**config.mk**
```make
export PLATFORM = sky130hd
export DESIGN_NAME = fetch_pc_ctrl_flat
export DESIGN_NICKNAME = d
export VERILOG_FILES = /design/src/rtl/fetch_pc_ctrl_if.sv /design/src/rtl/fetch_pc_ctrl.sv /design/src/flat_wrapper.sv
export SDC_FILE = /design/constraint.sdc
export NUM_CORES = 1
export LEC_CHECK = 0
export CORE_MARGIN = 1.5
export CORE_UTILIZATION = 33
export DETAILED_ROUTE_END_ITERATION = 10
export GPL_TIMING_DRIVEN = 0
export SYNTH_ARGS = -nofsm -noshare
export SYNTH_HDL_FRONTEND = slang
export SYNTH_SLANG_ARGS = --single-unit
export TNS_END_PERCENT = 10
```
**constraint.sdc**
```tcl
create_clock -name clk -period 2.82 [get_ports clk]
set_clock_uncertainty 0.2 [all_clocks]
set_input_delay 0.564 -clock clk [delete_from_list [all_inputs] [get_ports clk]]
set_output_delay 0.564 -clock clk [all_outputs]
set_load 0.01 [all_outputs]
```
**src/rtl/fetch_pc_ctrl_if.sv**
```systemverilog
// Fetch-stage PC controller bus: branch/prediction/resolve inputs and PC/queue-status outputs.
interface fetch_pc_ctrl_if #(
  parameter int unsigned QAW = 2
);
  logic          stall_in;
  logic          branch;
  logic          pred_taken;
  logic [31:0]   pred_addr;
  logic          ex_valid;
  logic          ex_taken;
  logic [31:0]   pc;
  logic [31:0]   pc_1;
  logic          fetch_valid;
  logic          taken;
  logic          not_taken;
  logic          flush;
  logic          q_full;
  logic [QAW:0]  q_count;
  logic          q_err;

  modport master (
    output stall_in, branch, pred_taken, pred_addr, ex_valid, ex_taken,
    input  pc, pc_1, fetch_valid, taken, not_taken, flush, q_full, q_count, q_err
  );

  modport slave (
    input  stall_in, branch, pred_taken, pred_addr, ex_valid, ex_taken,
    output pc, pc_1, fetch_valid, taken, not_taken, flush, q_full, q_count, q_err
  );
endinterface

```
**src/rtl/fetch_pc_ctrl.sv**
```systemverilog
// Fetch PC controller: next-PC selection plus an in-order queue of in-flight
// branch predictions used to detect mispredicts and redirect fetch.
module fetch_pc_ctrl #(
  parameter logic [31:0] RESET_PC = 32'h0000_0000,
  parameter int unsigned QDEPTH   = 4,
  parameter int unsigned QAW      = 2
) (
  input logic             clk,
  input logic             rst_n,
  fetch_pc_ctrl_if.slave  bus
);
  localparam logic [QAW:0] QFULL = (QAW+1)'(QDEPTH);

  logic [31:0]    pc_q;
  logic [QAW-1:0] head_q;
  logic [QAW-1:0] tail_q;
  logic [QAW:0]   count_q;
  logic           err_q;

  logic           pt_mem  [QDEPTH];
  logic [31:0]    alt_mem [QDEPTH];

  logic           q_nonempty;
  logic           pop;
  logic           mis;
  logic           qstall;
  logic           fetch_ok;
  logic           push;
  logic [31:0]    pc_inc;
  logic [31:0]    pc_nxt;
  logic [31:0]    alt_new;

  always_comb begin
    pc_inc     = pc_q + 32'd1;
    q_nonempty = (count_q != '0);
    pop        = bus.ex_valid & q_nonempty;
    mis        = pop & (bus.ex_taken != pt_mem[head_q]);
    // A same-cycle pop frees a slot, so a full queue only stalls without one.
    qstall     = bus.branch & (count_q == QFULL) & ~pop;
    fetch_ok   = ~bus.stall_in & ~qstall & ~mis;
    push       = bus.branch & fetch_ok;
    alt_new    = bus.pred_taken ? pc_inc : bus.pred_addr;

    if (mis) begin
      pc_nxt = alt_mem[head_q];
    end else if (!fetch_ok) begin
      pc_nxt = pc_q;
    end else if (bus.branch && bus.pred_taken) begin
      pc_nxt = bus.pred_addr;
    end else begin
      pc_nxt = pc_inc;
    end
  end

  assign bus.pc          = pc_q;
  assign bus.pc_1        = pc_inc;
  assign bus.fetch_valid = fetch_ok;
  assign bus.taken       = bus.ex_valid & bus.ex_taken;
  assign bus.not_taken   = bus.ex_valid & ~bus.ex_taken;
  assign bus.flush       = mis;
  assign bus.q_full      = (count_q == QFULL);
  assign bus.q_count     = count_q;
  assign bus.q_err       = err_q;

  always_ff @(posedge clk or negedge rst_n) begin
    if (!rst_n) begin
      pc_q  <= RESET_PC;
      err_q <= 1'b0;
    end else begin
      pc_q <= pc_nxt;
      if (bus.ex_valid && !q_nonempty) begin
        err_q <= 1'b1;
      end
    end
  end

  // Mispredict flushes younger instructions, so the whole queue is dropped
  // and the push it suppresses never happens.
  always_ff @(posedge clk or negedge rst_n) begin
    if (!rst_n) begin
      head_q  <= '0;
      tail_q  <= '0;
      count_q <= '0;
    end else if (mis) begin
      head_q  <= '0;
      tail_q  <= '0;
      count_q <= '0;
    end else begin
      if (push) begin
        tail_q <= tail_q + QAW'(1);
      end
      if (pop) begin
        head_q <= head_q + QAW'(1);
      end
      if (push && !pop) begin
        count_q <= count_q + (QAW+1)'(1);
      end else if (pop && !push) begin
        count_q <= count_q - (QAW+1)'(1);
      end
    end
  end

  always_ff @(posedge clk) begin
    if (push) begin
      pt_mem[tail_q]  <= bus.pred_taken;
      alt_mem[tail_q] <= alt_new;
    end
  end
endmodule

```
**src/flat_wrapper.sv**
```systemverilog
// flat-port wrapper written by rule: the top's interface ports become plain ports
module fetch_pc_ctrl_flat 
#(
  parameter logic [31:0] RESET_PC = 32'h0000_0000,
  parameter int unsigned QDEPTH   = 4,
  parameter int unsigned QAW      = 2
)
  (clk, rst_n, bus_stall_in, bus_branch, bus_pred_taken, bus_pred_addr, bus_ex_valid, bus_ex_taken, bus_pc, bus_pc_1, bus_fetch_valid, bus_taken, bus_not_taken, bus_flush, bus_q_full, bus_q_count, bus_q_err);
  fetch_pc_ctrl_if #(.QAW(QAW)) bus_i ();
  input logic clk;
  input logic rst_n;
  input wire logic [$bits(bus_i.stall_in)-1:0] bus_stall_in;
  input wire logic [$bits(bus_i.branch)-1:0] bus_branch;
  input wire logic [$bits(bus_i.pred_taken)-1:0] bus_pred_taken;
  input wire logic [$bits(bus_i.pred_addr)-1:0] bus_pred_addr;
  input wire logic [$bits(bus_i.ex_valid)-1:0] bus_ex_valid;
  input wire logic [$bits(bus_i.ex_taken)-1:0] bus_ex_taken;
  output wire logic [$bits(bus_i.pc)-1:0] bus_pc;
  output wire logic [$bits(bus_i.pc_1)-1:0] bus_pc_1;
  output wire logic [$bits(bus_i.fetch_valid)-1:0] bus_fetch_valid;
  output wire logic [$bits(bus_i.taken)-1:0] bus_taken;
  output wire logic [$bits(bus_i.not_taken)-1:0] bus_not_taken;
  output wire logic [$bits(bus_i.flush)-1:0] bus_flush;
  output wire logic [$bits(bus_i.q_full)-1:0] bus_q_full;
  output wire logic [$bits(bus_i.q_count)-1:0] bus_q_count;
  output wire logic [$bits(bus_i.q_err)-1:0] bus_q_err;
  assign bus_i.stall_in = bus_stall_in;
  assign bus_i.branch = bus_branch;
  assign bus_i.pred_taken = bus_pred_taken;
  assign bus_i.pred_addr = bus_pred_addr;
  assign bus_i.ex_valid = bus_ex_valid;
  assign bus_i.ex_taken = bus_ex_taken;
  assign bus_pc = bus_i.pc;
  assign bus_pc_1 = bus_i.pc_1;
  assign bus_fetch_valid = bus_i.fetch_valid;
  assign bus_taken = bus_i.taken;
  assign bus_not_taken = bus_i.not_taken;
  assign bus_flush = bus_i.flush;
  assign bus_q_full = bus_i.q_full;
  assign bus_q_count = bus_i.q_count;
  assign bus_q_err = bus_i.q_err;
  fetch_pc_ctrl #(.RESET_PC(RESET_PC), .QDEPTH(QDEPTH), .QAW(QAW)) u_core (.clk(clk), .rst_n(rst_n), .bus(bus_i));
endmodule
```
==> impl.org, run 1 <==
** Power
- Comb pwr share :: 0.441
- Switching fraction of total power :: 0.358
- Power consumption :: 12.0 mW
- Proportion of power drawn by flip-flops and latches :: 0.339
- For this design the static power due to leakage is 4.25 nW.
- Share of power burned in the clock network :: 0.220
- In this run the power spent charging and discharging nets is 4.28 mW.
- Power density of the placed cells :: 1030 nW/µm²
- IR analysis of the VDD net gives a maximum drop of 0.473 mV.
- Internal power comes to 7.68 mW.

** STA
- Post-Route Hold Slack :: 0.255 ns
- Setup repair after global routing could not meet its margin everywhere.
- The worst path in the final design needs a cycle of 3.21 ns, including I/O delays and setup.
- Setup WS post-layout :: -0.392 ns
- At the pin with the least slew margin, the transition time is 0.982 ns.
- The final number of hold-violating endpoints came to 0.
- Setup violations remaining at the end of the flow were counted as 75.
- Peak Freq :: 0.311 GHz
- Fin crit share :: 1.14
- Total count of max-transition violations in the final report :: 0
- The worst pin sits at a relative slew slack of 0.345.

** Hold path
- Hold crit path type :: reg2reg

** Global routing
- Pin count of the biggest net entering global routing :: 25
- Initial antenna violation count :: 0
- Vias in the first global route :: 6496
- After global routing the overflow that remains totals 0.
- The first global-routing pass estimated 40.1 mm of wire.
- For this run, the total global-route usage over all layers was measured as 0.211.

** Placed design
- Placed Cells incl. Taps :: 1076
- Last weighted congestion value of the routability-driven placer :: 0.929
- Detailed Place HPWL :: 17.8 mm
- Once placement finished, the instance area stood at 9920 µm².
- IO buf count :: 111

** Synthesis
- Sorting the synthesized cells by area gives the leading types as sky130_fd_sc_hd__edfxtp_1, sky130_fd_sc_hd__dfrtp_1, sky130_fd_sc_hd__mux4_2.
- The number of nets handed over by synthesis was 683.
- Area share of the largest cell type after synthesis :: 0.476
- Yosys mapped a number of flops with a built-in enable equal to 132.
- Average footprint of a synthesized cell :: 13.1 µm²
- Flip-flop and latch count after synthesis :: 172
- The synthesized netlist occupies a cell area of 8320 µm².
- In the post-synthesis netlist, the cell with the most instances is sky130_fd_sc_hd__edfxtp_1.
- Among all flip-flop cells after synthesis, the most frequent one is sky130_fd_sc_hd__edfxtp_1.
- Of all flip-flops after synthesis, the portion carrying an async set or reset was 0.233.
- For this run, the number of Yosys warnings is 0.
- The share of the Yosys chip area taken by registers is 0.597.
- Cell taking the most area after synthesis :: sky130_fd_sc_hd__edfxtp_1
- Post-synthesis cell type count :: 59
- Counting instances in the post-synthesis netlist gives the leading cell types as sky130_fd_sc_hd__edfxtp_1, sky130_fd_sc_hd__nand2_1, sky130_fd_sc_hd__nor2_1.
- Post-synthesis cell count :: 637

** Clock tree
- In this run the deepest clock path goes through 2 buffers.
- Clock network latency to the later pin of the worst-skew pair :: 0.43 ns
- Counting every sink on the clock net gives 172.
- Clock tree synthesis selected as its root buffer the cell sky130_fd_sc_hd__clkbuf_16.
- TritonCTS clock tree :: yes
- Worst-path clk slew :: 0.06 ns
- Number of buffers inserted during clock tree synthesis :: 17
- Number of levels the H-tree was split into :: 4

** Die
- Placeable Area :: 24500 µm²
- Die Span Y :: 162 µm
- Number of core rows :: 57
- The die covers 26200 µm².
- X dimension of the die :: 162 µm
- Starting utilization of the core area :: 0.339
- Number of top-level design ports :: 112

** Worst setup path
- STA classifies the critical path startpoint as a register.
- The critical path in this run is classified as reg2out.
- Arrival time at the worst endpoint :: 2.45 ns
- The worst setup path is captured at an output pin.
- STA puts the critical path data required time at 2.06 ns.
- Maximum fanout along the worst path :: 10

** Layout
- Leaving out filler cells and counting taps, the final layout contains 1168.
- Share of cells above drive strength 1 :: 0.336
- Final core utilization :: 0.473
- 0 antenna diodes ended up in the layout.
- The area growth from synthesis to layout is 39.4%.
- After the last flow step, the layout net total stands at 878.
- Fin area :: 11600 µm²

** Route
- Wire length per cell after detailed routing :: 23.0 µm
- For this block, the routed nets add up to 26.9 mm of wire.
- # DRC :: 0
- The count of nets left with antenna violations once routing finished came out at 0.
- Number of vias in the routed layout :: 6520
- First-pass detailed-route iteration total :: 5
- First-iteration detailed-routing DRC count :: 651
- Dividing the detail-routed via count by the number of cells gives 5.58.

** Run status
- Violated checks :: setup timing
- Status :: complete, but fails checks

** Job
- Max-cap violation count :: 0
## layout by cell type (no fill, tap or decap), types with 8 or more instances in the layout
master and count:
sky130_fd_sc_hd__o221ai_1 9, sky130_fd_sc_hd__buf_2 24, sky130_fd_sc_hd__dfrtp_1 13, sky130_fd_sc_hd__clkbuf_16 17, sky130_fd_sc_hd__edfxtp_1 132, sky130_fd_sc_hd__nor3_1 12, sky130_fd_sc_hd__clkdlybuf4s50_1 83, sky130_fd_sc_hd__nor2_1 47
sky130_fd_sc_hd__o21ai_0 11, sky130_fd_sc_hd__clkbuf_1 19, sky130_fd_sc_hd__buf_4 55, sky130_fd_sc_hd__nand3_1 20, sky130_fd_sc_hd__xnor2_2 11, sky130_fd_sc_hd__buf_6 14, sky130_fd_sc_hd__a21oi_1 23, sky130_fd_sc_hd__mux4_2 33
sky130_fd_sc_hd__nand2_1 58, sky130_fd_sc_hd__inv_1 19, sky130_fd_sc_hd__o211ai_1 8, sky130_fd_sc_hd__dfrtp_2 27, sky130_fd_sc_hd__mux2_2 22, sky130_fd_sc_hd__nand4_1 13
## logic make-up (layout without fill, tap and decap cells)
group | after synthesis | count (layout) | synth area share
adders and majority gates | 7 | 7 | 0.0114
AOI/OAI and AO/OA | 99 | 99 | 0.0812
and+or+nand+nor | 202 | 203 | 0.118
DFF | 172 | 172 | 0.597
buffers and inverters | 64 | 270 | 0.0311
muxes | 62 | 62 | 0.128
xor gates and xnor gates | 31 | 31 | 0.0335
## what timing repair did
item / in CTS / in global routing
setup endpoints to repair: 280 / 230
endpoints found under the hold margin: 16 / 0
hold buffers: 1 / 0
buffers inserted: 49 / 16
gates resized for setup: 191 / 43
cloned: 1 / 0
pin swaps: 30 / 29
## power by group through the flow
stage          Sequential [mW]  Clock (mW)  Combinational (mW)
2_1_floorplan             3.89           0                2.35
3_3_place_gp              3.97           0                4.33
3_5_place_dp              3.97           0                4.40
4_1_cts                   4.00        2.64                5.07
5_1_grt                   4.10        2.74                5.64
6_report                  4.05        2.63                5.28
## registers in the layout, summed over array words and instances (netlist names)
register,count
u_core.tail_q,2
u_core.alt_mem,128
u_core.head_q,2
u_core.bus.q_err,1
u_core.bus.pc,32
u_core.pt_mem,4
u_core.bus.q_count,3
## final cells by class
class	instances	area, µm²
clock inverters	12	220
well taps	324	405
inverters	23	96.3
clock buffers	19	433
fillers	2177	12900
flip-flops and latches	172	5000
plain buffers	35	205
multi-input cells	402	3560
repair buffers	181	1680
## metrics by stage
step           worst slack, ns  setup TNS [ns]
6_report                -0.392           -7.28
5_1_grt                 -0.439          -13.06
4_1_cts                 -0.438          -29.53
3_5_place_dp             -1.36         -192.11
3_3_place_gp             -1.59         -300.84
2_1_floorplan           -0.269          -26.88
## metal layers
layer	global-route usage	wire length, µm
met3	0.0508	2490
met2	0.341	12900
met1	0.285	11100
met5	0	0
met4	0.0546	382
## path summary, 6_finish.rpt
path                            slack, ns             start  cells past startpoint               endpoint
worst max-delay path                -0.39  u_core.bus.pc[0]                      7           bus_pc_1[27]
max in group asynchronous            1.45             rst_n                      3      u_core.bus.pc[15]
worst min register to register       0.25  u_core.bus.q_err                      1       u_core.bus.q_err
worst min-delay path                 0.25  u_core.bus.q_err                      1       u_core.bus.q_err
min in group asynchronous            0.44             rst_n                      2       u_core.bus.pc[2]
worst max register to register      -0.01  u_core.head_q[0]                     12  u_core.bus.q_count[2]
## worst max-delay path, stage by stage, from the launching register on
cell and delay [ns]:
sky130_fd_sc_hd__dfrtp_2 0.43, sky130_fd_sc_hd__buf_6 0.14, sky130_fd_sc_hd__nand2_8 0.06, sky130_fd_sc_hd__or4_4 0.54, sky130_fd_sc_hd__buf_12 0.17, sky130_fd_sc_hd__or3_4 0.37, sky130_fd_sc_hd__xnor2_4 0.18, sky130_fd_sc_hd__buf_6 0.13
(Power assumes the default switching activity.)
==> inputs of run 2 (changes only) <==
--- a/config.mk
+++ b/config.mk
@@ -9,6 +9,7 @@
 export CORE_UTILIZATION = 33
 export DETAILED_ROUTE_END_ITERATION = 10
 export GPL_TIMING_DRIVEN = 0
+export REMOVE_ABC_BUFFERS = 1
 export SYNTH_ARGS = -nofsm -noshare
 export SYNTH_HDL_FRONTEND = slang
 export SYNTH_SLANG_ARGS = --single-unit
==> run 2 against run 1 <==
Compared with the run above: the flow still finishes with violations (setup timing); power fell by 2.5%; non-clock buffer count fell by 13; clock-buffer cell count fell by 2; hold slack improved by 0.0072 ns; sequential power fell by 2%; critical path depth fell by 1; cell count fell by 0.77%; routed wire length fell by 5.6%; setup slack improved by 0.019 ns; combinational power rose by 4.7%.
==> impl.org, run 2 (same netlist as run 1, synthesis figures left out) <==
** Power
- Power density of the placed cells :: 992 nW/µm² (-3.8%)
- Static leakage power :: 4.33 nW (+1.7%)
- The total power draw was 11.7 mW (-2.5%).
- Worst voltage drop across the vdd grid :: 0.440 mV (-7.0%)

** Worst setup path
- In this run the critical register-to-register path is captured at u_core.bus.q_count[2].
- STA classifies the critical path startpoint as a register.
- The worst register-to-register path begins at u_core.head_q[0].
- The highest net fanout along the worst path came to 5 (-5).
- Critical Path RT :: 2.06 ns (about the same)
- The cell depth of the worst flop-to-flop path came to 12 (unchanged).
- The critical path is of the reg2out type.
- Endpoint type of the worst setup path :: output pin
- Flop2flop setup slack :: -0.18 ns (-0.17 ns)
- Arrival time at the worst endpoint :: 2.43 ns (-0.02 ns)

** Layout
- Fin nets :: 868 (-1.1%)
- Area grow syn2layout :: 41.3%
- Most common library cell in the layout ignoring fill and taps :: sky130_fd_sc_hd__edfxtp_1
- Commonest cells after routing, fill and taps aside :: sky130_fd_sc_hd__edfxtp_1, sky130_fd_sc_hd__clkdlybuf4s50_1, sky130_fd_sc_hd__buf_4
- The layout filler cell count is 2161 (-0.73%).
- The final antenna diode count came to 0 (unchanged).
- Ranked by flip-flop count, first place goes to u_core.alt_mem.
- The post-route core utilization came to 0.479 (+0.00627).
- Flip-flop count of the largest register after layout :: 128 (unchanged)
- The proportion of layout cells with a drive suffix above 1 was 0.368 (+0.0312).

** Route
- The average via count per standard cell is 5.41 (-3.1%).
- Number of routed nets with antenna violations :: 0 (unchanged)
- First-pass detailed-route iteration total :: 5 (unchanged)
- Top sig layer :: met4
- The via count of the routed design came to 6266 (-3.9%).
- The post-detailed-routing wire length came to 25.4 mm (-5.6%).
- Wire length per cell after detailed routing :: 21.9 µm (-4.8%)
- The met3 wire length came to 1.45 mm (-42%).
- The wire length on met2 came to 12.6 mm (-2.0%).
- Met1 WL :: 10.9 mm (-2.2%)
- The DRC marker count from the first detailed-route iteration came to 526 (-19%).
- # DRC :: 0 (unchanged)

** Die
- Number of top-level design ports :: 112 (unchanged)
- The overall die area is 26200 µm² (unchanged).
- Starting utilization of the core area :: 0.339 (unchanged)
- Number of core rows :: 57 (unchanged)
- The placeable core area is 24500 µm² (unchanged).
- The die boundary height was 162 µm (unchanged).
- The horizontal die dimension was 162 µm (unchanged).

** Global routing
- The global routing usage summed across all routing layers was 0.197 (-0.0138).
- The first-pass GRT wire length came to 38.4 mm (-4.3%).
- Vias in the first global route :: 6188 (-4.7%)
- The initial antenna violation count came to 0 (unchanged).
- Overflow after GRT :: 0 (unchanged)
- Pin count of the biggest net entering global routing :: 38 (+52%)

** STA
- The number of max-slew violations in the final report was 0 (unchanged).
- The slack of the critical path came to -0.373 ns (+0.0191 ns).
- Min cycle time layout :: 3.19 ns (-0.0191 ns)
- Worst slew margin relative to its limit :: 0.306 (-0.0394)
- Worst Tran Pin Value :: 1.04 ns (+0.0591 ns)
- # setup viols final :: 48 (-36%)
- The final worst-path cycle share was 1.13 (-0.00676).
- The final number of hold-violating endpoints came to 0 (unchanged).
- Setup repair after global routing could not meet its margin everywhere.
- Peak Freq :: 0.313 GHz (+0.60%)

** Job
- The max-cap violation count is 0 (unchanged).

** Run status
- Violated checks :: setup timing
- The flow ran to the end, but the final reports show violations.

** Placed design
- IO buf count :: 111 (unchanged)
- The half-perimeter wire length of the detailed placement result is 14.5 mm (-19%).
- The global placer's final weighted congestion was 0.741 (-20%).

** Hold path
- Start point of the worst hold path :: u_core.bus.q_err
- Number of cells on the worst hold path :: 1 (unchanged)
- The worst hold path belongs to the class reg2reg.
- The worst hold path terminates at u_core.bus.q_err.

** Clock tree
- Clk root buf :: sky130_fd_sc_hd__clkbuf_16
- Clock sink count :: 172 (unchanged)
- The maximum number of buffers from clock root to sink came to 2 (unchanged).
- TritonCTS built the clock tree.
- The H-tree depth is 4 (unchanged).
- The total CTS buffers is 17 (unchanged).
- The clock-pin transition on the worst setup and hold timing paths is 0.07 ns (about the same).
- The clock insertion delay at the later pin of the skew report was 0.43 ns (about the same).
-- run 2: cell count changes in the layout (fill, tap and decap cells not counted), moves of 4 or more --
cell,delta
sky130_fd_sc_hd__buf_4,+5
sky130_fd_sc_hd__buf_12,+5
sky130_fd_sc_hd__dfrtp_2,-7
sky130_fd_sc_hd__buf_2,-7
sky130_fd_sc_hd__inv_6,+7
sky130_fd_sc_hd__bufinv_16,-6
sky130_fd_sc_hd__dfrtp_1,+6
sky130_fd_sc_hd__clkdlybuf4s50_1,-6
sky130_fd_sc_hd__buf_6,+10
sky130_fd_sc_hd__clkbuf_1,-19
sky130_fd_sc_hd__clkbuf_2,-4
-- run 2: per-stage QoR --
step	hold slack, ns	setup TNS (ns)	setup slack, ns	instance area [µm²]	cells
floorplan	0.0684	-261.79	-1.69	8150	596
global placement	0.240	-742.15	-3.71	9660	1031
detailed placement	0.237	-281.27	-2.40	9880	1042
CTS	0.263	-9.77	-0.439	11400	1130
global route	0.295	-13.95	-0.452	11800	1159
finish	0.262	-6.66	-0.373	11800	1159
-- run 2: layer usage --
metal,up-vias,global-route usage
li1,2780,-
met1,3234,0.260
met2,219,0.327
met3,33,0.0403
met4,0,0.0580
met5,-,0
-- run 2: final cells by class --
cell class                      count  area, µm²  share of cell area
Sequential cell                   172       4990               0.425
Multi-Input combinational cell    403       3670               0.313
Timing Repair Buffer              203       2010               0.171
Clock buffer                       17        425              0.0362
Tap cell                          324        405              0.0345
Inverter                           23        114             0.00969
Clock inverter                     15        113             0.00958
Timing Repair inverter              2       17.5             0.00149
-- run 2: worst max-delay path by stage --
stage | from | end | slack, ns | cells past startpoint
floorplan | u_core.head_q[0] | u_core.alt_mem[0][0] | -1.69 | 5
global placement | u_core.head_q[0] | u_core.alt_mem[1][17] | -3.71 | 5
detailed placement | u_core.head_q[0] | bus_flush | -2.40 | 6
CTS | u_core.bus.pc[1] | bus_pc_1[27] | -0.44 | 7
global route | u_core.bus.pc[1] | bus_pc_1[18] | -0.45 | 6
finish | u_core.bus.pc[1] | bus_pc_1[18] | -0.37 | 6
-- run 2: worst max-delay path, stage by stage (launching register included) --
cell and delay (ns):
sky130_fd_sc_hd__dfrtp_2 0.43, sky130_fd_sc_hd__ha_4 0.20, sky130_fd_sc_hd__clkinvlp_4 0.14, sky130_fd_sc_hd__or4_4 0.62, sky130_fd_sc_hd__o21a_1 0.22, sky130_fd_sc_hd__or2_1 0.24, sky130_fd_sc_hd__buf_2 0.15
-- run 2: power breakdown --
group / total [mW] / switching, mW / internal (mW) / leakage [nW]
Combinational: 5.53 / 2.75 / 2.78 / 2.41
Clock: 2.16 / 1.02 / 1.14 / 0.266
Sequential: 3.97 / 0.568 / 3.40 / 1.66
-- run 2: what timing repair did --
action                     CTS  global route
setup endpoints to repair  258           128
pin swaps                   36            44
gates resized for setup    194            62
buffers inserted            49            30
cloned                       6             0
hold buffers                 1             0
hold endpoints to repair     7             0
